==> src/rtl/pipeline_stall_controller.sv <==
// ---------------------------------------------------------------------------
// pipeline_stall_controller
//
// Stall/flush sequencer for the classic five-stage pipeline (IF/ID/EX/MEM/WB).
// It merges four hazard sources into one set of pipeline-register controls:
//   - load-use hazards (a single bubble),
//   - taken branches resolved in EX (flush IF/ID, bubble ID/EX),
//   - multi-cycle mul/div issue (MD_LAT stall cycles),
//   - data-memory wait states (whole-pipe freeze).
// A three-state FSM (RUN / MD_WAIT / MEM_WAIT) tracks the two multi-cycle
// cases. While frozen on memory, the FSM remembers the state it came from and
// resumes those rules once the memory completes.
//
// Ports
//   clk, rst          rising-edge clock, synchronous active-high reset
//   rs_id, rt_id      source registers of the instruction in ID
//   rt_use_id         ID instruction actually reads rt
//   rt_ex             destination rt of the instruction in EX
//   memread_ex        EX instruction is a load
//   branch_taken_ex   branch/jump in EX resolved taken
//   md_start_id       ID instruction is a mul/div
//   dmem_req          MEM stage is accessing data memory
//   dmem_ready        data memory completes its access this cycle
//   pc_write          PC load enable
//   ifid_write        IF/ID load enable
//   ifid_flush        IF/ID cleared to NOP
//   idex_bubble       ID/EX loaded with NOP
//   pipe_freeze       hold PC, IF/ID, ID/EX, EX/MEM
//   md_done           one-cycle pulse when a mul/div stall is released
//   state             0=RUN 1=MD_WAIT 2=MEM_WAIT
//   stall_cnt         saturating count of cycles with pc_write=0
// ---------------------------------------------------------------------------
module pipeline_stall_controller #(
  parameter int REG_AW = 5,
  parameter int MD_LAT = 4,
  parameter int CNT_W  = 16
) (
  input  logic              clk,
  input  logic              rst,
  input  logic [REG_AW-1:0] rs_id,
  input  logic [REG_AW-1:0] rt_id,
  input  logic              rt_use_id,
  input  logic [REG_AW-1:0] rt_ex,
  input  logic              memread_ex,
  input  logic              branch_taken_ex,
  input  logic              md_start_id,
  input  logic              dmem_req,
  input  logic              dmem_ready,
  output logic              pc_write,
  output logic              ifid_write,
  output logic              ifid_flush,
  output logic              idex_bubble,
  output logic              pipe_freeze,
  output logic              md_done,
  output logic [1:0]        state,
  output logic [CNT_W-1:0]  stall_cnt
);

  localparam logic [1:0] ST_RUN      = 2'd0;
  localparam logic [1:0] ST_MD_WAIT  = 2'd1;
  localparam logic [1:0] ST_MEM_WAIT = 2'd2;

  // MD_LAT is at most 15, so four bits always hold the remaining count.
  localparam int          MD_W       = 4;
  localparam logic [MD_W-1:0] MD_RELOAD = MD_W'(MD_LAT - 1);

  logic [1:0]       state_q,  state_d;
  logic [1:0]       ret_q,    ret_d;
  logic [MD_W-1:0]  md_cnt_q, md_cnt_d;
  logic [CNT_W-1:0] stall_q;

  logic [1:0] eff_state;
  logic       dmem_miss;
  logic       load_use;

  logic pc_write_c, ifid_write_c, ifid_flush_c, idex_bubble_c;
  logic pipe_freeze_c, md_done_c;

  assign dmem_miss = dmem_req & ~dmem_ready;

  // Register 0 is hard-wired to zero, so a load targeting it never creates a
  // real dependency; rt is only compared when the ID instruction reads it.
  assign load_use = memread_ex && (rt_ex != '0) &&
                    ((rs_id == rt_ex) || (rt_use_id && (rt_id == rt_ex)));

  // While waiting on memory, the rules of the interrupted state apply once
  // the access completes.
  assign eff_state = (state_q == ST_MEM_WAIT) ? ret_q : state_q;

  always_comb begin
    pc_write_c    = 1'b1;
    ifid_write_c  = 1'b1;
    ifid_flush_c  = 1'b0;
    idex_bubble_c = 1'b0;
    pipe_freeze_c = 1'b0;
    md_done_c     = 1'b0;
    state_d       = state_q;
    ret_d         = ret_q;
    md_cnt_d      = md_cnt_q;

    if ((state_q == ST_MEM_WAIT) && !dmem_ready) begin
      // Still waiting: everything holds.
      pipe_freeze_c = 1'b1;
      pc_write_c    = 1'b0;
      ifid_write_c  = 1'b0;
    end else if ((state_q != ST_MEM_WAIT) && dmem_miss) begin
      // New miss: freeze and remember where to resume; md_cnt is not touched.
      pipe_freeze_c = 1'b1;
      pc_write_c    = 1'b0;
      ifid_write_c  = 1'b0;
      ret_d         = (state_q == ST_MD_WAIT) ? ST_MD_WAIT : ST_RUN;
      state_d       = ST_MEM_WAIT;
    end else if (eff_state == ST_MD_WAIT) begin
      if (branch_taken_ex) begin
        // The mul/div in ID is on the wrong path: drop it without md_done.
        ifid_flush_c  = 1'b1;
        idex_bubble_c = 1'b1;
        md_cnt_d      = '0;
        state_d       = ST_RUN;
      end else if (md_cnt_q != '0) begin
        pc_write_c    = 1'b0;
        ifid_write_c  = 1'b0;
        idex_bubble_c = 1'b1;
        md_cnt_d      = md_cnt_q - MD_W'(1);
        state_d       = ST_MD_WAIT;
      end else begin
        // Release: the mul/div moves to EX this cycle, so md_start_id (still
        // high for it) must not start another stall.
        md_done_c = 1'b1;
        state_d   = ST_RUN;
      end
    end else begin
      state_d = ST_RUN;
      if (branch_taken_ex) begin
        // ID instruction is squashed, so its mul/div or load-use hazard is moot.
        ifid_flush_c  = 1'b1;
        idex_bubble_c = 1'b1;
      end else if (md_start_id) begin
        pc_write_c    = 1'b0;
        ifid_write_c  = 1'b0;
        idex_bubble_c = 1'b1;
        md_cnt_d      = MD_RELOAD;
        state_d       = ST_MD_WAIT;
      end else if (load_use) begin
        pc_write_c    = 1'b0;
        ifid_write_c  = 1'b0;
        idex_bubble_c = 1'b1;
      end
    end
  end

  always_ff @(posedge clk) begin
    if (rst) begin
      state_q  <= ST_RUN;
      ret_q    <= ST_RUN;
      md_cnt_q <= '0;
      stall_q  <= '0;
    end else begin
      state_q  <= state_d;
      ret_q    <= ret_d;
      md_cnt_q <= md_cnt_d;
      if (!pc_write_c && (stall_q != {CNT_W{1'b1}})) begin
        stall_q <= stall_q + CNT_W'(1);
      end
    end
  end

  // During reset the pipeline runs freely with no stall or flush requests.
  assign pc_write    = rst | pc_write_c;
  assign ifid_write  = rst | ifid_write_c;
  assign ifid_flush  = ~rst & ifid_flush_c;
  assign idex_bubble = ~rst & idex_bubble_c;
  assign pipe_freeze = ~rst & pipe_freeze_c;
  assign md_done     = ~rst & md_done_c;
  assign state       = state_q;
  assign stall_cnt   = stall_q;

endmodule

==> config.mk <==
export PLATFORM = sky130hd
export DESIGN_NAME = pipeline_stall_controller
export DESIGN_NICKNAME = d
export VERILOG_FILES = /design/src/rtl/pipeline_stall_controller.sv
export SDC_FILE = /design/constraint.sdc
export NUM_CORES = 1
export LEC_CHECK = 0
export BUFFER_PORTS_ARGS = -buffer_cell sky130_fd_sc_hd__buf_2
export CAP_MARGIN = 10
export CORE_UTILIZATION = 45
export CTS_BUF_LIST = sky130_fd_sc_hd__clkbuf_16
export DETAILED_ROUTE_END_ITERATION = 7
export PLACE_DENSITY = 0.7
export SYNTH_ARGS = -nofsm -noshare
export SYNTH_HDL_FRONTEND = slang
export SYNTH_SLANG_ARGS = --single-unit
==> constraint.sdc <==
create_clock -name clk -period 3.5 [get_ports clk]
set_clock_uncertainty 0.05 [all_clocks]
set_input_delay 0.7 -clock clk [delete_from_list [all_inputs] [get_ports clk]]
set_output_delay 0.7 -clock clk [all_outputs]
set_load 0.01 [all_outputs]
==> results.md, run 1 <==
- Worst endpoint required time: between 2000 and 3000 ps
- Global Route Usage Sum: 0.2119
- Synth Net Count: ~200
- P&R area growth vs syn: 22.08%
- Fillers: 264
- Run status: complete, but fails checks
- Core Area: 2853 µm²
- Tcrit/Tclk final: 0.8907
- Clock Tree Buf Depth: 2
- Worst-Margin Slew: 455.3 ps
- Num CTS Buffers: 3
- Critical path's most frequent cell: buf_2
- Most common cell in the netlist: dfxtp_1
- DIE AREA: between 3000 and 4000 µm²
- Number of global-route vias before repair: 1291
- Pin count of the biggest net entering global routing: 26
- Internal power: 0.4643 mW
- Synth Flop Type: dfxtp_1
- Reg power frac: 0.445
- Seq cells post-synth: 23
- Initial Utilization: 0.4925
- Total number of vias: around 1400
- Routed WL per cell: approximately 14 µm
- Clock sinks: 23
- PortBufs: 46
- H-tree depth: 1
- First-pass DRT Iterations: 8
- Critical path startpoint category: input port
- Max_slew headroom: 0.6965
- DRC Markers: 4
- Violated checks: DRC
- Core Util, Final: 0.6013
- Final #Nets: 244
- Pre-CTS setup slack: 354.4 ps
- Cell Pwr Density: 363.2 nW/µm²
- Logic pwr share: 0.159
- Fraction of layout cells with a size suffix above 1: 0.2811
- Dpl cells: 244
- Synth area leaders: dfxtp_1, xor2_1, o21ai_0
- HP Class: reg -> reg
- Post-detail-place hpwl: 2494 µm
- Async SR Flop Fraction: 0
- P_leak: 0.7364 nW
- IO Pins: 47
- Post-Syn Area: 1405 µm²
- Final Setup Violations: 0
- Seq/Total Area, Yosys: 0.3277
- DR vias/cell: 5.806
- Area share of the largest cell type after synthesis: 0.3277
- Die width: 57.88 µm
- Worst vdd ir: 0.2013 mV
- DR iter-0 viols: 51
- Synth warn: 0
- Slowest CP cell: o41a_1
- CTS root buf: clkbuf_16
- Max incr delay on CP: 460 ps
- TNS Setup: 0 ps
- Worst setup margin: 382.5 ps
- Crit-path max FO: 3
- Routability Congestion: 0.8124
- Post-CTS Setup Bufs: 0
- RSZ-0062 raised after global routing: false
- Post-Route WL: 3375 µm
- Die H: 57.88 µm
- Wire length of the first global-routing pass: 5630 µm
- Slew Viols, Final: 0
- Psw: roughly 0.16 mW
- Max-cap violations: 0
- Fmax: roughly 320 MHz
- Avg Synthesized Cell Area: 8.122 µm²
- Aggregate global routing overflow: 0
- CTS tree: built
- Post-route ant nets: 0
- CTS resizes: 0
- Initial antenna violation count: 0
- Post-synth EDFFs: 0
- Synth top cells by count: dfxtp_1, nor2_1, o21ai_0
- Crit end category: primary output
- Netlist cell types: 45
- # diodes: 0
- Switching Share: 0.2547
- Clock power frac: 0.396
- Post-Layout Cell Count: 248
- Cell Rows: 19
- Cell Chain, Critical Path: buf_2 > xor2_1 > nor4_2 > a32oi_1 > o41a_1 > or2_2 > buf_2
- Gate Count Post-Synth: 173
- Synth area leader: dfxtp_1
- Critical path class: in -> out
- Clock insertion delay at the later pin of the skew report: 260 ps
- Hold_buf cts: 0
- Final hold violations: 0
- Arrival time worst endpoint: roughly 2400 ps
- Clock Pin Slew Worst Setup and Hold Paths: 60 ps
- Final min period: between 3000 and 4000 ps
path summary, 6_finish.rpt:
| check | slack, ps | depth (start not counted) | end | startpoint |
|---|---|---|---|---|
| hold reg to reg | 460 | 2 | stall_cnt[7] | stall_cnt[7] |
| setup reg to reg | 840 | 8 | stall_cnt[9] | md_cnt_q[0] |
| hold / removal | 460 | 2 | stall_cnt[7] | stall_cnt[7] |
| setup / recovery | 380 | 7 | pc_write | rt_ex[3] |
registers in the layout (all words and copies together), names as in the netlist:
register,count
md_cnt_q,4
ret_q,1
state,2
stall_cnt,16
power by group through the flow:
stage               registers [mW]  logic, mW  clock network [mW]
floorplan                    0.283     0.0652                   0
global placement             0.282     0.0955                   0
detailed placement           0.283     0.0988                   0
CTS                          0.277     0.0997               0.253
global route                 0.278      0.110               0.266
finish                       0.277     0.0991               0.247
cell usage in the layout (no fill, tap or decap), types with 2 or more instances in the layout:
cell | Yosys | layout
clkbuf_16 | 0 | 3
nand4_1 | 4 | 4
or4_1 | 3 | 3
o21ai_0 | 16 | 16
xor2_1 | 10 | 10
nor2b_1 | 5 | 5
nor2_1 | 18 | 18
or2_2 | 3 | 3
or3_1 | 8 | 8
o21a_1 | 2 | 2
nor3_1 | 4 | 4
mux2_2 | 3 | 3
dfxtp_1 | 23 | 23
o211a_1 | 3 | 3
nand3_1 | 8 | 8
inv_1 | 7 | 8
nor4_1 | 6 | 6
nand2_1 | 5 | 5
ha_1 | 3 | 3
a21oi_1 | 13 | 13
buf_2 | 0 | 46
cell type report:
class | count | area (µm²) | share of cell area
inverter | 7 | 26.28 | 0.01532
multi-input combinational | 137 | 880.8 | 0.5135
timing repair buffer | 46 | 230.2 | 0.1342
clock buffer | 3 | 75.07 | 0.04376
sequential | 23 | 460.4 | 0.2684
clock inverter | 1 | 3.754 | 0.002188
tap | 31 | 38.79 | 0.02261
critical path, delay by kind of cell:
family / cells / cell delay [ps]
buf+inv: 2 / 260
simple gates: 2 / 590
xor+xnor: 1 / 160
compound gates: 2 / 640
cell families (layout without fill, tap and decap cells):
| group | Yosys count | count (layout) | share of synthesized area |
|---|---|---|---|
| muxes | 4 | 4 | 0.03117 |
| DFF | 23 | 23 | 0.3277 |
| AOI/OAI and AO/OA | 44 | 44 | 0.1968 |
| xor gates and xnor gates | 11 | 11 | 0.06856 |
| buffers and inverters | 13 | 57 | 0.04541 |
| and+or+nand+nor | 75 | 75 | 0.3037 |
| adders and majority gates | 3 | 3 | 0.02672 |
routing by layer:
metal / track usage / part of all wire / vias to the layer above
met5: 0 / 0 / -
met4: 0.06122 / 0.0030 / 0
met3: 0.04241 / 0.061 / 2
met2: 0.3629 / 0.48 / 41
met1: 0.2698 / 0.46 / 671
li1: - / - / 726
metrics by stage:
| step | hold slack (ps) | power [mW] | instance area [µm²] |
|---|---|---|---|
| after floorplan | 408.4 | 0.3487 | 1405 |
| after global placement | 420.3 | 0.3775 | 1637 |
| after detailed placement | 453.7 | 0.3817 | 1637 |
| after CTS | 461.9 | 0.6299 | 1715 |
| after global routing | 503.0 | 0.6542 | 1715 |
| final | 462.4 | 0.6230 | 1715 |
(Power assumes the default switching activity.)
==> inputs of run 2 (changes only) <==
--- a/config.mk
+++ b/config.mk
@@ -7,10 +7,13 @@
 export LEC_CHECK = 0
 export BUFFER_PORTS_ARGS = -buffer_cell sky130_fd_sc_hd__buf_2
 export CAP_MARGIN = 10
-export CORE_UTILIZATION = 45
+export CELL_PAD_IN_SITES_DETAIL_PLACEMENT = 2
+export CELL_PAD_IN_SITES_GLOBAL_PLACEMENT = 2
+export CORE_MARGIN = 3
+export CORE_UTILIZATION = 30
 export CTS_BUF_LIST = sky130_fd_sc_hd__clkbuf_16
 export DETAILED_ROUTE_END_ITERATION = 7
-export PLACE_DENSITY = 0.7
+export PLACE_DENSITY = 0.81
 export SYNTH_ARGS = -nofsm -noshare
 export SYNTH_HDL_FRONTEND = slang
 export SYNTH_SLANG_ARGS = --single-unit
==> results.md, run 2 (synthesis results as in run 1) <==
- Max-cap violations: 0 (unchanged)
- H-tree depth: 1 (unchanged)
- Crit end category: primary output
- Multi-input logic area: 880.8 µm² (unchanged)
- TNS Setup: 0 ps (unchanged)
- Routability Congestion: 0.7571 (-6.8%)
- DR iter-0 viols: 33 (-35%)
- Cell Pwr Density: 361.4 nW/µm² (-0.49%)
- Number of flip-flops under the largest register name: 16 (unchanged)
- IO Pins: 47 (unchanged)
- FF+latch area: 460.4 µm² (unchanged)
- Num CTS Buffers: 3 (unchanged)
- Post-detail-place hpwl: 3543 µm (+42%)
- Worst Hold Depth: 2 (unchanged)
- CTS tree: built
- Worst-Margin Slew: 469.9 ps (+14.65 ps)
- Pin count of the biggest net entering global routing: 26 (unchanged)
- Core Area: 4444 µm² (+56%)
- Commonest non-fill, non-tap cells in the layout: buf_2, dfxtp_1, nor2_1
- CTS resizes: 0 (unchanged)
- Post-route ant nets: 0 (unchanged)
- Critical path class: in -> out
- Initial Utilization: 0.3162 (-0.1764)
- DR vias/cell: 5.498 (-5.3%)
- Clock Tree Buf Depth: 2 (unchanged)
- DIE AREA: 5541 µm² (+65%)
- Clock insertion delay at the later pin of the skew report: 250 ps (about the same)
- P_leak: 0.7349 nW (-0.19%)
- Crit-path max FO: 3 (unchanged)
- DRC Markers: 0 (-4)
- Global Route Usage Sum: 0.1657 (-0.04626)
- # diodes: 0 (unchanged)
- Fillers: 534 (+100%)
- Tcrit/Tclk final: 0.8818 (-0.008879)
- Critical path startpoint category: input port
- CTS root buf: clkbuf_16
- Die width: 74.44 µm (+29%)
- Post-Route WL: 4529 µm (+34%)
- Wire length of the first global-routing pass: 7224 µm (+28%)
- Hold_buf cts: 0 (unchanged)
- Routed WL per cell: 16.84 µm (+24%)
- Post-CTS Setup Bufs: 0 (unchanged)
- PortBufs: 46 (unchanged)
- First-pass DRT Iterations: 4 (-4)
- Number of global-route vias before repair: 1517 (+18%)
- Clock sinks: 23 (unchanged)
- Die H: 74.44 µm (+29%)
- Max_slew headroom: 0.6867 (-0.009764)
- Pwr Total: 0.6299 mW (+1.1%)
- P&R area growth vs syn: 24.04%
- Fraction of layout cells with a size suffix above 1: 0.2857 (+0.004608)
- Fmax: 324.0 MHz (+1.0%)
- Cell Rows: 24 (+5)
- Aggregate global routing overflow: 0 (unchanged)
- Final Setup Violations: 0 (unchanged)
- Initial antenna violation count: 0 (unchanged)
- Run status: finished, final reports clean
- HP Class: reg -> reg
- Slew Viols, Final: 0 (unchanged)
- Pre-CTS setup slack: 382.1 ps (+27.70 ps)
- Final #Nets: 244 (unchanged)
- Commonest non-fill, non-tap cell in the layout: buf_2
- Final hold violations: 0 (unchanged)
- RSZ-0062 raised after global routing: false
- Worst endpoint required time: 2750 ps (about the same)
- Worst vdd ir: 0.1438 mV (-29%)
- Arrival time worst endpoint: 2340 ps (-30 ps)
- Final min period: 3086 ps (-31.08 ps)
- Clock Pin Slew Worst Setup and Hold Paths: 60 ps (about the same)
- R2r worst-path depth: 8 (unchanged)
- Worst setup margin: 413.6 ps (+31.08 ps)
- Total number of vias: 1479 (+2.7%)
## run 2: cell types whose count changed in the layout (fill, tap and decap cells not counted)
cell | previous run | this run
clkinv_2 | 0 | 1
inv_1 | 8 | 7
## run 2: path summary, 6_finish.rpt
path	startpoint	to	slack, ps
setup / recovery	rt_ex[3]	pc_write	410
hold / removal	ret_q[0]	ret_q[0]	460
setup reg to reg	md_cnt_q[0]	stall_cnt[10]	730
hold reg to reg	ret_q[0]	ret_q[0]	460
## run 2: per-stage QoR
stage / cell area [µm²] / hold slack [ps] / instances / util
2_1_floorplan: 1405 / 408.4 / 173 / -
3_3_place_gp: 1663 / 432.1 / 265 / 0.3742
3_5_place_dp: 1663 / 452.6 / 265 / 0.3742
4_1_cts: 1743 / 463.6 / 269 / 0.3922
5_1_grt: 1743 / 489.8 / 269 / 0.3922
6_report: 1743 / 459.8 / 269 / 0.3922
## run 2: cell type report
type	count	area share
clock buffers	3	0.04307
clock inverters	1	0.002872
inverters	7	0.01508
multi-input cells	137	0.5054
flip-flops and latches	23	0.2642
well taps	52	0.03733
repair buffers	46	0.1321
## run 2: layer usage
metal | vias up | track usage | share of wire
met5 | - | 0 | 0
met4 | 0 | 0.04743 | 0.010
met3 | 4 | 0.02838 | 0.069
met2 | 46 | 0.3005 | 0.50
met1 | 713 | 0.1990 | 0.43
li1 | 716 | - | -
## run 2: critical path: stages
cell	delay, ps
buf_2	120
xor2_1	170
nor4_2	270
a32oi_1	170
o41a_1	460
or2_2	300
buf_2	150
## run 2: where the power goes
| group | leakage (nW) | internal, mW | switching, mW |
|---|---|---|---|
| registers | 0.186 | 0.269 | 0.00902 |
| logic | 0.508 | 0.0429 | 0.0599 |
| clock network | 0.0409 | 0.154 | 0.0955 |
| total | 0.735 | 0.465 | 0.164 |
==> inputs of run 3 (changes only) <==
--- a/config.mk
+++ b/config.mk
@@ -9,6 +9,7 @@
 export CAP_MARGIN = 10
 export CELL_PAD_IN_SITES_DETAIL_PLACEMENT = 2
 export CELL_PAD_IN_SITES_GLOBAL_PLACEMENT = 2
+export CORE_ASPECT_RATIO = 1.25
 export CORE_MARGIN = 3
 export CORE_UTILIZATION = 30
 export CTS_BUF_LIST = sky130_fd_sc_hd__clkbuf_16
==> results.md, run 3 (synthesis results as in run 1) <==
- Run status: finished, final reports clean
- Critical path's most frequent cell: buf_2
- Worst r2r dst: stall_cnt[9]
- Pin count of the biggest net entering global routing: 26 (unchanged)
- FF-to-FF setup slack: 770 ps (+40 ps)
- Switching Share: 0.2605 (-0.0005814)
- Worst-Margin Slew: 475.8 ps (+5.844 ps)
- Final Setup Violations: 0 (unchanged)
- Clock Pin Slew Worst Setup and Hold Paths: 60 ps (about the same)
- Slowest CP cell: o41a_1
- Reg power frac: 0.441 (about the same)
- Number of global-route vias before repair: 1519 (+0.13%)
- Final #Nets: 244 (unchanged)
- HP Class: reg -> reg
- Fmax: 322.1 MHz (-0.59%)
- IO Pins: 47 (unchanged)
- Cell Pwr Density: 359.3 nW/µm² (-0.59%)
- TNS Setup: 0 ps (unchanged)
- Crit-path max FO: 3 (unchanged)
- Post-Layout Cell Count: 275 (+2.2%)
- Post-detail-place hpwl: 3311 µm (-6.6%)
- First-pass DRT Iterations: 4 (unchanged)
- Commonest non-fill, non-tap cell in the layout: buf_2
- Clock Tree Buf Depth: 2 (unchanged)
- Dpl cells: 271 (+2.3%)
- P_leak: 0.7364 nW (+0.19%)
- Hold_buf cts: 0 (unchanged)
- # diodes: 0 (unchanged)
- Number of flip-flops under the largest register name: 16 (unchanged)
- CP top delay family: compound AO/OA/AOI/OAI gates
- Worst endpoint required time: 2750 ps (about the same)
- Max-cap violations: 0 (unchanged)
- Commonest non-fill, non-tap cells in the layout: buf_2, dfxtp_1, nor2_1
- Internal power: 0.4647 mW (-0.15%)
- Post-Route WL: 4271 µm (-5.7%)
- PortBufs: 46 (unchanged)
- Aggregate global routing overflow: 0 (unchanged)
- Cell Rows: 27 (+13%)
- R2R Path Start: md_cnt_q[0]
- Critical path class: in -> out
- Post-route ant nets: 0 (unchanged)
- Tcrit/Tclk final: 0.8870 (+0.005193)
- DR iter-0 viols: 50 (+52%)
- Fraction of layout cells with a size suffix above 1: 0.2811 (-0.004608)
- DRC Markers: 0 (unchanged)
- RSZ-0062 raised after global routing: false
- Crit end category: primary output
- Die H: 82.52 µm (+11%)
- Initial Utilization: 0.3151 (-0.001065)
- Top sig layer: met4
- Critical path startpoint category: input port
- Final hold violations: 0 (unchanged)
- Clock power frac: 0.398 (+0.002)
- Routability Congestion: 0.7494 (-1.0%)
- Die width: 67.21 µm (-9.7%)
- DR vias/cell: 5.338 (-2.9%)
- Max_slew headroom: 0.6828 (-0.003895)
- CTS tree: built
- Routed WL per cell: 15.53 µm (-7.8%)
- Logic pwr share: 0.162 (about the same)
- WP buf/inv: 2 (unchanged)
- Clock sinks: 23 (unchanged)
- Met2 wire length: 2448 µm (+9.1%)
- Final min period: 3105 ps (+18.18 ps)
- H-tree depth: 1 (unchanged)
- Worst vdd ir: 0.2807 mV (+95%)
- Core Area: 4459 µm² (+0.34%)
- Num CTS Buffers: 3 (unchanged)
- Total number of vias: 1468 (-0.74%)
- CTS resizes: 0 (unchanged)
- Wire length of the first global-routing pass: 7176 µm (-0.66%)
- Worst Hold Depth: 2 (unchanged)
- Worst hold slack: 455.9 ps (-3.901 ps)
- CTS root buf: clkbuf_16
- Psw: 0.1637 mW (-0.45%)
- Global Route Usage Sum: 0.1706 (+0.004998)
- Cell Chain, Critical Path: buf_2 > xor2_1 > nor4_2 > a32oi_1 > o41a_1 > or2_2 > buf_2
- Max incr delay on CP: 470 ps (about the same)
- R2r worst-path depth: 8 (unchanged)
- Initial antenna violation count: 0 (unchanged)
- DRT met1 WL: 1641 µm (-15%)
- Arrival time worst endpoint: 2350 ps (about the same)
- Fillers: 553 (+3.6%)
- Slew Viols, Final: 0 (unchanged)
- Clock insertion delay at the later pin of the skew report: 260 ps (about the same)
- Met3 WL post-DR: 111 µm (-64%)
- P&R area growth vs syn: 24.49%
- Post-CTS Setup Bufs: 0 (unchanged)
- DIE AREA: 5546 µm² (about the same)
- Hold worst-path end: ret_q[0]
- Hold path startpoint: ret_q[0]
## run 3: changes by cell type in the layout (fill, tap and decap cells not counted), sizes merged
cell / previous run / this run
clkinv: 1 / 0
inv: 7 / 8
## run 3: tightest hold or removal path: stages (launching register included)
cell,delay (ps)
dfxtp_1,320
o21ai_0,80
a21oi_1,60
## run 3: metal layers
metal,vias up,track usage
met5,-,0
met4,0,0.06694
met3,5,0.02436
met2,22,0.3363
met1,723,0.1766
li1,718,-
## run 3: final cells by class
type                            instances  area [µm²]  share of cell area
Clock inverter                          1       3.754            0.002146
Clock buffer                            3       75.07             0.04292
Inverter                                7       26.28             0.01502
Timing Repair Buffer                   46       230.2              0.1316
Sequential cell                        23       460.4              0.2632
Multi-Input combinational cell        137       880.8              0.5036
Tap cell                               58       72.57             0.04149
## run 3: how the worst max path moves through the flow
stage	startpoint	endpoint	slack, ps	cells past startpoint
after floorplan	rt_ex[3]	pc_write	600	6
after global placement	rt_ex[3]	pc_write	430	7
after detailed placement	rt_ex[3]	pc_write	400	7
after CTS	rt_ex[3]	pc_write	400	7
after global routing	rt_ex[1]	pc_write	270	7
final	rt_ex[3]	pc_write	400	7
## run 3: stage by stage
stage                     power [mW]  setup WS (ps)  cell area, µm²  utilization
final                         0.6284          395.4            1749       0.3923
after global routing          0.6676          272.4            1749       0.3923
after CTS                     0.6447          398.8            1749       0.3923
after detailed placement      0.3864          400.0            1670       0.3746
after global placement        0.3822          432.1            1670       0.3746
after floorplan               0.3487          603.1            1405            -
## run 3: power by group through the flow
stage,logic [mW],clock network (mW),registers [mW]
finish,0.101,0.250,0.277
global route,0.115,0.273,0.279
CTS,0.104,0.264,0.277
detailed placement,0.103,0,0.283
global placement,0.0995,0,0.283
floorplan,0.0652,0,0.283
